[src/rtl/vc_fifo.sv]
// -----------------------------------------------------------------------------
// vc_fifo -- multi-channel first-word-fall-through FIFO
//
// Each virtual channel owns an independent circular buffer of DEPTH words with
// its own read pointer, write pointer and occupancy count. The head entry of
// the channel selected by pop_vc is presented combinationally on data_out, so
// a word pushed in one cycle can be read in the next.
//
// Parameters
//   WIDTH     data word width in bits
//   DEPTH     entries per channel (2..64)
//   NUM_VC    number of virtual channels (1..8)
//   AF_LEVEL  almost_full asserts when free entries <= AF_LEVEL (1..DEPTH-1)
//
// Ports
//   clk          single clock, all state updates on the rising edge
//   rst          synchronous active-high reset (pointers, counts, err)
//   push_req     write request
//   push_vc      target channel of the write
//   data_in      write data
//   pop_req      read request
//   pop_vc       channel to read; also selects data_out
//   data_out     head entry of channel pop_vc (don't-care when empty)
//   full         per-channel full flag
//   empty        per-channel empty flag
//   almost_full  per-channel almost-full flag
//   err          sticky protocol-error flag
//
// Build option
//   VC_FIFO_ERR_EN  when defined, err is set one cycle after any rejected
//                   request and holds until reset; when undefined err is 0.
// -----------------------------------------------------------------------------
module vc_fifo #(
    parameter int WIDTH    = 16,
    parameter int DEPTH    = 4,
    parameter int NUM_VC   = 2,
    parameter int AF_LEVEL = 1,
    localparam int VCW     = (NUM_VC > 1) ? $clog2(NUM_VC) : 1
) (
    input  logic              clk,
    input  logic              rst,
    input  logic              push_req,
    input  logic [VCW-1:0]    push_vc,
    input  logic [WIDTH-1:0]  data_in,
    input  logic              pop_req,
    input  logic [VCW-1:0]    pop_vc,
    output logic [WIDTH-1:0]  data_out,
    output logic [NUM_VC-1:0] full,
    output logic [NUM_VC-1:0] empty,
    output logic [NUM_VC-1:0] almost_full,
    output logic              err
);

    localparam int PW = (DEPTH > 1) ? $clog2(DEPTH) : 1;
    localparam int CW = $clog2(DEPTH + 1);

    localparam logic [PW-1:0]  PTR_LAST = PW'(DEPTH - 1);
    localparam logic [CW-1:0]  CNT_FULL = CW'(DEPTH);
    localparam logic [CW-1:0]  CNT_AF   = CW'(AF_LEVEL);
    // One extra bit so the range check is never trivially constant.
    localparam logic [VCW:0]   VC_LIMIT = (VCW + 1)'(NUM_VC);

    // Circular pointer increment with explicit wrap from DEPTH-1 to 0, so
    // non-power-of-two depths behave correctly.
    function automatic logic [PW-1:0] ptr_inc(input logic [PW-1:0] p);
        logic [PW-1:0] n;
        if (p == PTR_LAST) begin
            n = '0;
        end else begin
            n = p + PW'(1);
        end
        return n;
    endfunction

    logic [WIDTH-1:0] mem_r    [NUM_VC][DEPTH];
    logic [PW-1:0]    rd_ptr_r [NUM_VC];
    logic [PW-1:0]    wr_ptr_r [NUM_VC];
    logic [CW-1:0]    count_r  [NUM_VC];

    logic              push_vc_ok_s;
    logic              pop_vc_ok_s;
    logic [NUM_VC-1:0] push_hit_s;
    logic [NUM_VC-1:0] pop_hit_s;
    logic [NUM_VC-1:0] push_acc_s;
    logic [NUM_VC-1:0] pop_acc_s;
    logic [NUM_VC-1:0] full_s;
    logic [NUM_VC-1:0] empty_s;
    logic [NUM_VC-1:0] af_s;
    logic [VCW-1:0]    pop_idx_s;

    // Status flags decoded purely from the registered occupancy counts.
    always_comb begin
        full_s  = '0;
        empty_s = '0;
        af_s    = '0;
        for (int v = 0; v < NUM_VC; v++) begin
            full_s[v]  = (count_r[v] == CNT_FULL);
            empty_s[v] = (count_r[v] == {CW{1'b0}});
            af_s[v]    = ((CNT_FULL - count_r[v]) <= CNT_AF);
        end
    end

    assign full        = full_s;
    assign empty       = empty_s;
    assign almost_full = af_s;

    // Request decode: a request is accepted only for an in-range channel whose
    // registered flags allow it; a same-cycle pop never frees room for a push.
    always_comb begin
        push_vc_ok_s = ({1'b0, push_vc} < VC_LIMIT);
        pop_vc_ok_s  = ({1'b0, pop_vc} < VC_LIMIT);
        push_hit_s   = '0;
        pop_hit_s    = '0;
        push_acc_s   = '0;
        pop_acc_s    = '0;
        for (int v = 0; v < NUM_VC; v++) begin
            push_hit_s[v] = push_req && push_vc_ok_s && (push_vc == VCW'(v));
            pop_hit_s[v]  = pop_req && pop_vc_ok_s && (pop_vc == VCW'(v));
            push_acc_s[v] = push_hit_s[v] && !full_s[v];
            pop_acc_s[v]  = pop_hit_s[v] && !empty_s[v];
        end
    end

    // Pointer and count registers for every channel; reset overrides requests.
    always_ff @(posedge clk) begin
        if (rst) begin
            for (int v = 0; v < NUM_VC; v++) begin
                rd_ptr_r[v] <= '0;
                wr_ptr_r[v] <= '0;
                count_r[v]  <= '0;
            end
        end else begin
            for (int v = 0; v < NUM_VC; v++) begin
                if (push_acc_s[v]) begin
                    wr_ptr_r[v] <= ptr_inc(wr_ptr_r[v]);
                end else begin
                    wr_ptr_r[v] <= wr_ptr_r[v];
                end
                if (pop_acc_s[v]) begin
                    rd_ptr_r[v] <= ptr_inc(rd_ptr_r[v]);
                end else begin
                    rd_ptr_r[v] <= rd_ptr_r[v];
                end
                case ({push_acc_s[v], pop_acc_s[v]})
                    2'b10:   count_r[v] <= count_r[v] + CW'(1);
                    2'b01:   count_r[v] <= count_r[v] - CW'(1);
                    default: count_r[v] <= count_r[v];
                endcase
            end
        end
    end

    // Storage write port; contents are deliberately not cleared by reset, but
    // a push coinciding with reset is discarded.
    always_ff @(posedge clk) begin
        if (!rst) begin
            for (int v = 0; v < NUM_VC; v++) begin
                if (push_acc_s[v]) begin
                    mem_r[v][wr_ptr_r[v]] <= data_in;
                end
            end
        end
    end

    // First-word-fall-through read path; an out-of-range pop_vc is steered to
    // channel 0 so the array is never indexed past its end.
    always_comb begin
        if (pop_vc_ok_s) begin
            pop_idx_s = pop_vc;
        end else begin
            pop_idx_s = '0;
        end
        data_out = mem_r[pop_idx_s][rd_ptr_r[pop_idx_s]];
    end

`ifdef VC_FIFO_ERR_EN
    logic err_r;
    logic rej_s;

    // Any request that was not accepted (full, empty or bad channel) is an error.
    always_comb begin
        rej_s = (push_req && !(|push_acc_s)) || (pop_req && !(|pop_acc_s));
    end

    // Sticky error register, cleared only by reset.
    always_ff @(posedge clk) begin
        if (rst) begin
            err_r <= 1'b0;
        end else if (rej_s) begin
            err_r <= 1'b1;
        end else begin
            err_r <= err_r;
        end
    end

    assign err = err_r;
`else
    assign err = 1'b0;
`endif

endmodule

[config.mk]
export PLATFORM = sky130hd
export DESIGN_NAME = vc_fifo
export DESIGN_NICKNAME = d
export VERILOG_FILES = /design/src/rtl/vc_fifo.sv
export SDC_FILE = /design/constraint.sdc
export NUM_CORES = 1
export LEC_CHECK = 0
export BUFFER_PORTS_ARGS = -buffer_cell sky130_fd_sc_hd__buf_2
export CORE_ASPECT_RATIO = 2
export CORE_MARGIN = 3
export CORE_UTILIZATION = 62
export CTS_BUF_LIST = sky130_fd_sc_hd__clkbuf_4
export CTS_CLUSTER_DIAMETER = 120
export DETAILED_ROUTE_END_ITERATION = 10
export PLACE_DENSITY = 0.79
export SLEW_MARGIN = 25
export SYNTH_ARGS = -nofsm -noshare
export SYNTH_HDL_FRONTEND = slang
export SYNTH_SLANG_ARGS = --single-unit
[constraint.sdc]
create_clock -name clk -period 4 [get_ports clk]
set_input_delay 1.2 -clock clk [delete_from_list [all_inputs] [get_ports clk]]
set_output_delay 1.2 -clock clk [all_outputs]
set_load 0.02 [all_outputs]
==> summary.md, run 1 <==
| Metric | Value |
|---|---|
| Setup CP Type | input pin to output pin |
| Synth warn | 0 |
| Initial antenna violation count | 1 |
| DPL Wire Length | just over 7000 um |
| Clk_skew | about 16 ps |
| Setup violators final | 0 |
| Worst Path Arrival | 2590 ps |
| Placement Cell Area | between 0.006 and 0.007 mm^2 |
| Syn Area/Cell | 17.9 um^2 |
| CTS tree | yes |
| Hold Path Stages | 1 |
| Met3 Usage GRT | about 5.6% |
| Post-Synthesis Cells | about 340 |
| Worst hold slack | 623 ps |
| DRC viols | 0 |
| CP startpoint kind | input pin |
| Share of cells above drive strength 1 | between 20% and 30% |
| Initial core utilization | 64.3% |
| Ys async rst share | 0% |
| Die width | 76.2 um |
| # hold bufs at CTS | 0 |
| Footprint of the multi-input gates | 0.00164 mm^2 |
| CTS H-tree lvls | 4 |
| Seq cells post-synth | roughly 140 |
| Period utilization | between 90% and 100% |
| Peak supply drop | between 0.2 and 0.3 mV |
| PostCTS Resize Cnt | 0 |
| Most used routing layer | met2 |
| Via count | between 3,000 and 4,000 |
| First-pass GRT wire length | roughly 17,000 um |
| Final min period | approximately 3800 ps |
| Die ar. | between 0.01 and 0.015 mm^2 |
| Worst Tran Pin Value | 579 ps |
| Routed Antenna Nets | 0 |
| Num ports | 45 |
| Number of flops mapped to enable cells by yosys | around 140 |
| Largest net degree at the start of global routing | 33 |
| Synth unique cells | 30 |
| Final wirelength | 10,900 um |
| Placeable Area | around 0.0095 mm^2 |
| R2R setup slack | about 1200 ps |
| Status | finished, final reports clean |
| Met2 Use GR | about two fifths |
| 1st-pass router iterations | 4 |
| Pwr Density | roughly 470 mW/mm^2 |
| CP max FO | 16 |
| Critical path capture point type | output pin |
| Final slew viol count | 0 |
| RSZ-0062 raised after global routing | false |
| Final Util | 72.1% |
| Initial drt markers | 190 |
| Maxcap violations | 0 |
| Die Span Y | between 100 and 150 um |
| Final #Nets | 450 |
| Synthesized cell area | approximately 0.0061 mm^2 |
| Most used DFF post-synth | edfxtp_1 |
| Fin area | between 0.006 and 0.007 mm^2 |
| Vias/cell | roughly 5.6 |
| Seq/Total Area, Yosys | between 60% and 70% |
| Met1 usage | 22.2% |
| Row count | 50 |
| Clock net sink count | ~140 |
| Area grow syn2layout | 12.3% |
| Total CTS buffers | 17 |
| Vias in the first global route | about 3,300 |
| Critical Path RT | about 2800 ps |
| CTS Buffer Depth | 2 |
| Relative slew margins | about three fifths |
| Register-to-Register Path Depth | 10 |
| GPL Wtd Cong | approximately 0.73 |
| Worst-path clk slew | 110 ps |
| Most common cell after layout, fill and taps aside | edfxtp_1 |
| Fillers | approximately 630 |
| Post-CTS setup buffer count | 0 |
| Leftover overflow at the end of global routing | 0 |
| Root buffer selected by CTS | clkbuf_4 |
| Flip-flop and latch area | 0.00426 mm^2 |
| Routed len/inst | 19.8 um |
| Sum Neg Setup Slack | 0 ps |
| IO Port Bufs | 43 |
| Total GRT Usage | a little over a fifth |
| Achievable Freq | 264 MHz |
| Hold Fails Final Rpt | 0 |
| Most frequent cells in the layout | 142 x edfxtp_1, 64 x mux2i_1, 43 x buf_2 |
| Syn Nets | around 390 |
| Hold WC Path Type | flop to flop |
| Worst-Skew Late Latency | ~520 ps |
| Leakage Power | 0.00264 uW |
==> layer usage <==
| metal | vias to the layer above | wire length [um] |
|---|---|---|
| li1 | 1433 | - |
| met1 | 1510 | 3790 |
| met2 | 106 | 6090 |
| met3 | 27 | 624 |
| met4 | 0 | 345 |
| met5 | - | 0 |
==> where the power goes <==
part | total [uW] | switching (uW) | internal (uW)
registers | 1710 | 23.9 | 1690
clock network | 1060 | 481 | 576
logic | 441 | 247 | 193
==> cells by family after synthesis <==
group | after synthesis | synth area share [%]
buf+inv | 44 | 3.38
fa+ha+maj | 23 | 4.83
compound gates | 7 | 0.778
mux | 82 | 17.3
xor+xnor | 2 | 0.287
simple gates | 41 | 3.56
other cells | 1 | 0.0614
flops | 142 | 69.8
==> layout make-up <==
| class | instances | area share (%) |
|---|---|---|
| diodes | 1 | 0.0365 |
| clock buffers | 20 | 2.19 |
| clock inverters | 12 | 2.81 |
| inverters | 31 | 1.70 |
| multi-input cells | 156 | 23.9 |
| flip-flops and latches | 142 | 62.2 |
| well taps | 130 | 2.37 |
| repair buffers | 57 | 4.85 |
==> registers in the layout, indices dropped and copies added, names as in the netlist <==
register  cells
count_r       6
mem_r       128
rd_ptr_r      4
wr_ptr_r      4
==> cell usage after synthesis, drive strengths merged (2+ instances only) <==
library cell  instances  area (um^2)
nor3b                 5         37.5
o21ai                 3         15.0
edfxtp              142         4260
xor2                  2         17.5
o21a                  2         15.0
mux4                 16          383
nor3                  4         20.0
buf                  11         82.6
and2                  8         50.1
mux2i                65          663
ha                   22          275
nand2                 8         30.0
clkbuf                2         7.51
inv                  31          116
nor2                 10         37.5
==> critical path: stages <==
cell,delay [ps]
buf_2,120
mux2i_4,240
buf_12,200
mux4_1,570
inv_1,70
buf_2,160
==> per-stage QoR <==
stage	power, uW	instances	setup WS [ps]
final	3210	549	210
after detailed placement	2200	516	178
after floorplan	2060	342	274
after global routing	3340	549	140
after CTS	3240	548	187
after global placement	2180	516	219
==> worst paths after layout <==
path                      start       endpoint
setup / recovery         pop_vc   data_out[15]
hold / removal    count_r[0][0]  count_r[0][0]
setup reg to reg  count_r[0][0]  count_r[0][2]
hold reg to reg   count_r[0][0]  count_r[0][0]
No activity file was read; power rests on OpenSTA's default activity.
==> inputs of run 2 (changes only) <==
--- a/config.mk
+++ b/config.mk
@@ -8,11 +8,11 @@
 export BUFFER_PORTS_ARGS = -buffer_cell sky130_fd_sc_hd__buf_2
 export CORE_ASPECT_RATIO = 2
 export CORE_MARGIN = 3
-export CORE_UTILIZATION = 62
+export CORE_UTILIZATION = 25
 export CTS_BUF_LIST = sky130_fd_sc_hd__clkbuf_4
 export CTS_CLUSTER_DIAMETER = 120
 export DETAILED_ROUTE_END_ITERATION = 10
-export PLACE_DENSITY = 0.79
+export PLACE_DENSITY = 0.37
 export SLEW_MARGIN = 25
 export SYNTH_ARGS = -nofsm -noshare
 export SYNTH_HDL_FRONTEND = slang
==> summary.md, run 2 (synthesis gave the netlist of run 1 again) <==
| Metric | Value |
|---|---|
| Critical Path RT | 2800 ps (about the same) |
| Row count | 80 (+60%) |
| IO Port Bufs | 43 (unchanged) |
| Most common cell after layout, fill and taps aside | edfxtp_1 |
| Largest net degree at the start of global routing | 33 (unchanged) |
| GPL Wtd Cong | 0.688 (-5.3%) |
| Clk_skew | 23.1 ps (+6.91 ps) |
| Share of cells above drive strength 1 | 24.0% (+0.067 points) |
| PostCTS Resize Cnt | 0 (unchanged) |
| Die ar. | 0.0265 mm^2 (+140%) |
| Placeable Area | 0.0239 mm^2 (+150%) |
| Final #Nets | 453 (+0.67%) |
| Area grow syn2layout | 16.9% |
| Maxcap violations | 0 (unchanged) |
| Buf+Inv Stages, Crit Path | 4 (unchanged) |
| Most frequent cells in the layout | 142 x edfxtp_1, 64 x mux2i_1, 43 x buf_2 |
| Worst-Skew Late Latency | 550 ps (+30 ps) |
| Most frequent CP cell | buf_2 |
| Pwr Density | 470 mW/mm^2 (+0.35%) |
| 1st-pass router iterations | 4 (unchanged) |
| RSZ-0062 raised after global routing | false |
| Period utilization | 95.7% (+0.96 points) |
| Hold Fails Final Rpt | 0 (unchanged) |
| Slowest stage delay, CP | 580 ps (about the same) |
| CTS Buffer Depth | 2 (unchanged) |
| Fin cells | 709 (+29%) |
| Total GRT Usage | 10.7% (-11 points) |
| Relative slew margins | 63.8% (+2.4 points) |
| Final min period | 3830 ps (+38.4 ps) |
| Initial drt markers | 86 (-55%) |
| Die width | 117 um (+53%) |
| Worst Tran Pin Value | 535 ps (-43.9 ps) |
| Fillers | 2,314 (+270%) |
| # hold bufs at CTS | 0 (unchanged) |
| Hold WC Path Type | flop to flop |
| Total CTS buffers | 17 (unchanged) |
| Worst Path Arrival | 2630 ps (+40 ps) |
| Die Span Y | 227 um (+55%) |
| Root buffer selected by CTS | clkbuf_4 |
| Worst-path clk slew | 110 ps (about the same) |
| Via count | 3,006 (-2.3%) |
| Initial core utilization | 25.5% (-39 points) |
| Leakage Power | 0.00267 uW (+1.3%) |
| DPL Wire Length | 8830 um (+23%) |
| CTS tree | yes |
| Critical path capture point type | output pin |
| Final slew viol count | 0 (unchanged) |
| Final Util | 29.9% (-42 points) |
| CP max FO | 16 (unchanged) |
| DRC viols | 0 (unchanged) |
| CTS H-tree lvls | 4 (unchanged) |
| Status | finished, final reports clean |
| Num ports | 45 (unchanged) |
| Worst path cell trace | buf_2 > mux2i_4 > buf_12 > mux4_1 > inv_1 > buf_2 |
| Slowest cell on crit path | mux4_1 |
| CP startpoint kind | input pin |
| Fin area | 0.00714 mm^2 (+4.1%) |
| Final wirelength | 13,100 um (+21%) |
| Crit-path leading delay family | multiplexers |
| Clock net sink count | 142 (unchanged) |
| Achievable Freq | 261 MHz (-1.0%) |
| Routed Antenna Nets | 0 (unchanged) |
| Vias/cell | 4.24 (-24%) |
| Post-CTS setup buffer count | 0 (unchanged) |
| Vias in the first global route | 3,257 (-2.2%) |
| Sum Neg Setup Slack | 0 ps (unchanged) |
| Leftover overflow at the end of global routing | 0 (unchanged) |
| Setup CP Type | input pin to output pin |
| Peak supply drop | 0.237 mV (-19%) |
| Setup violators final | 0 (unchanged) |
| First-pass GRT wire length | 19,700 um (+13%) |
| Placement Cell Area | 0.00676 mm^2 (+3.7%) |
| Routed len/inst | 18.5 um (-6.5%) |
| Cell count after placement | 676 (+31%) |
| Number of flip-flops in the largest register | 128 (unchanged) |
| Initial antenna violation count | 1 (unchanged) |
[run 2: cell count changes in the layout (fill, tap and decap cells not counted)]
cell	change
buf_12	+2
buf_4	+1
bufinv_16	+2
clkbuf_4	-2
clkinv_1	+2
clkinv_2	-1
clkinv_4	-2
clkinvlp_4	+1
[run 2: power by group]
group          total (uW)  internal (uW)  switching (uW)  leakage [uW]
sequential           1710           1690            24.1       0.00130
combinational         461            200             261       0.00118
clock                1180            682             498      0.000192
total                3350           2570             783       0.00267
[run 2: through the flow]
step / setup WS [ps] / total power (uW) / hold slack [ps]
global route: 110 / 3530 / 665
finish: 172 / 3350 / 625
global placement: 145 / 2220 / 605
detailed placement: 139 / 2230 / 610
floorplan: 274 / 2060 / 576
CTS: 139 / 3430 / 628
[run 2: metal layers]
metal	vias up	routed length (um)	GRT usage, %
li1	1431	-	-
met1	1511	4730	10.8
met2	54	7720	20.3
met3	10	425	3.11
met4	0	219	4.00
met5	-	0	0
[run 2: layout make-up]
cell class,count,area (um^2),area share [%]
antenna,1,2.50,0.0350
timing repair buffer,60,380,5.33
clock buffer,18,135,1.89
inverter,31,116,1.63
clock inverter,14,245,3.43
tap,287,359,5.03
sequential,142,4260,59.7
multi-input combinational,156,1640,23.0
[run 2: final timing paths]
| path | cells past startpoint | from | end | slack (ps) |
|---|---|---|---|---|
| worst max-delay path | 6 | pop_vc | data_out[3] | 170 |
| worst min-delay path | 1 | count_r[0][0] | count_r[0][0] | 630 |
| worst max register to register | 10 | count_r[0][0] | count_r[0][2] | 1310 |
| worst min register to register | 1 | count_r[0][0] | count_r[0][0] | 630 |
==> inputs of run 3 (changes only) <==
==> constraint.sdc (replaced) <==
create_clock -name clk -period 4 [get_ports clk]
set_input_delay 0.4 -clock clk [delete_from_list [all_inputs] [get_ports clk]]
set_output_delay 0.4 -clock clk [all_outputs]
set_load 0.02 [all_outputs]
==> summary.md, run 3 (synthesis gave the netlist of run 1 again) <==
| Metric | Value |
|---|---|
| Register-to-Register Path Depth | 10 (unchanged) |
| Die width | 117 um (unchanged) |
| Worst-Skew Late Latency | 550 ps (about the same) |
| R2R Path Start | count_r[0][0] |
| Critical Path RT | 3600 ps (+800 ps) |
| Hold Path Stages | 1 (unchanged) |
| Placeable Area | 0.0239 mm^2 (unchanged) |
| Worst Hold End | mem_r[1][32] |
| Total CTS buffers | 17 (unchanged) |
| Via count | 3,009 (+0.10%) |
| Final min period | 3030 ps (-798 ps) |
| Fillers | 2,360 (+2.0%) |
| Share of cells above drive strength 1 | 24.3% (+0.30 points) |
| Routed Antenna Nets | 0 (unchanged) |
| Reg2reg end | count_r[0][2] |
| First-pass GRT wire length | 19,700 um (-0.18%) |
| Final slew viol count | 0 (unchanged) |
| Sum Neg Setup Slack | 0 ps (unchanged) |
| R2R setup slack | 1340 ps (+30 ps) |
| Initial core utilization | 25.5% (unchanged) |
| Most common cell after layout, fill and taps aside | edfxtp_1 |
| Hold WC Path Type | input pin to flop |
| Vias/cell | 4.25 (+0.24%) |
| Metal2 WL | 7890 um (+2.2%) |
| Hold Fails Final Rpt | 0 (unchanged) |
| PostCTS Resize Cnt | 0 (unchanged) |
| CTS tree | yes |
| Largest net degree at the start of global routing | 33 (unchanged) |
| Worst Tran Pin Value | 668 ps (+132 ps) |
| Total GRT Usage | 10.6% (-0.038 points) |
| CTS Buffer Depth | 2 (unchanged) |
| Peak supply drop | 0.168 mV (-29%) |
| Final Util | 29.5% (-0.39 points) |
| Relative slew margins | 54.5% (-9.3 points) |
| Flip-flop and latch area | 0.00426 mm^2 (unchanged) |
| CP Launch Point | rd_ptr_r[0][1] |
| IO Port Bufs | 43 (unchanged) |
| Clock net sink count | 142 (unchanged) |
| CP startpoint kind | flop |
| Die ar. | 0.0265 mm^2 (unchanged) |
| Vias in the first global route | 3,287 (+0.92%) |
| Number of flip-flops in the largest register | 128 (unchanged) |
| Setup violators final | 0 (unchanged) |
| Root buffer selected by CTS | clkbuf_4 |
| Post-CTS setup buffer count | 0 (unchanged) |
| Setup CP Type | flop to output pin |
| Worst Path Arrival | 2630 ps (about the same) |
| DR WL met3 | 485 um (+14%) |
| M1 wire length | 4470 um (-5.5%) |
| Achievable Freq | 330 MHz (+26%) |
| Most frequent cells in the layout | 142 x edfxtp_1, 64 x mux2i_1, 43 x buf_2 |
| Row count | 80 (unchanged) |
| Initial drt markers | 101 (+17%) |
| Hold Crit Start | data_in[0] |
| GPL Wtd Cong | 0.658 (-4.4%) |
| Clk_skew | 12.6 ps (-10.5 ps) |
| CP max FO | 11 (-5) |
| Cell count after placement | 674 (-0.30%) |
| RSZ-0062 raised after global routing | false |
| 1st-pass router iterations | 4 (unchanged) |
| Worst-path clk slew | 120 ps (about the same) |
| DPL Wire Length | 8680 um (-1.7%) |
| Die Span Y | 227 um (unchanged) |
| Final wirelength | 13,100 um (about the same) |
| Period utilization | 75.7% (-20 points) |
| Area grow syn2layout | 15.4% |
| Footprint of the multi-input gates | 0.00164 mm^2 (unchanged) |
| Top Metal Used | met4 |
| Final #Nets | 452 (-0.22%) |
| Fin cells | 708 (-0.14%) |
| Status | finished, final reports clean |
| DRC viols | 0 (unchanged) |
| Pwr Density | 451 mW/mm^2 (-3.9%) |
| Initial antenna violation count | 1 (unchanged) |
| Leftover overflow at the end of global routing | 0 (unchanged) |
| Routed len/inst | 18.5 um (about the same) |
| # hold bufs at CTS | 0 (unchanged) |
| Num ports | 45 (unchanged) |
| Maxcap violations | 0 (unchanged) |
| Leakage Power | 0.00262 uW (-2.1%) |
| CTS H-tree lvls | 4 (unchanged) |
| Critical path capture point type | output pin |
## run 3: changes by cell type in the layout (fill, tap and decap cells not counted)
cell / change
clkinv_1: -2
clkbuf_4: -1
buf_12: -3
buf_8: +1
buf_4: +1
bufinv_16: -3
clkinv_4: +3
clkinvlp_4: +3
## run 3: area by class of cell
cell class	instances	area share, %
Sequential cell	142	60.5
Tap cell	287	5.09
Inverter	31	1.65
Multi-Input combinational cell	156	23.3
Antenna cell	1	0.0355
Clock inverter	15	2.79
Timing Repair Buffer	59	4.86
Clock buffer	17	1.81
## run 3: report_power, final
group	internal, uW	switching [uW]
logic	194	257
registers	1690	27.7
clock network	491	523
total	2370	807
## run 3: how the worst max path moves through the flow
stage,cells past startpoint,end,slack (ps)
2_1_floorplan,10,count_r[0][2],1450
3_3_place_gp,6,data_out[8],1340
3_5_place_dp,10,count_r[0][2],1310
4_1_cts,5,data_out[15],640
5_1_grt,5,data_out[11],720
6_report,5,data_out[13],970
## run 3: per-layer routing
metal	vias to the layer above	track usage, %
met5	-	0
met4	0	4.41
met3	10	3.35
met2	56	20.6
met1	1505	9.94
li1	1438	-
## run 3: critical path, cell delays in order, from the launching register on
cell and delay [ps]:
edfxtp_1 490, mux2i_4 580, buf_4 290, mux4_2 500, inv_1 60, buf_2 150
## run 3: per-stage QoR
stage          total power [uW]  instance area, um^2  hold WS [ps]  worst slack, ps
3_5_place_dp               2220                 6710           593             1310
5_1_grt                    3350                 7050          41.4              718
4_1_cts                    3260                 7030          30.3              643
3_3_place_gp               2210                 6710           592             1340
2_1_floorplan              2060                 6110           499             1450
6_report                   3180                 7050           117              970
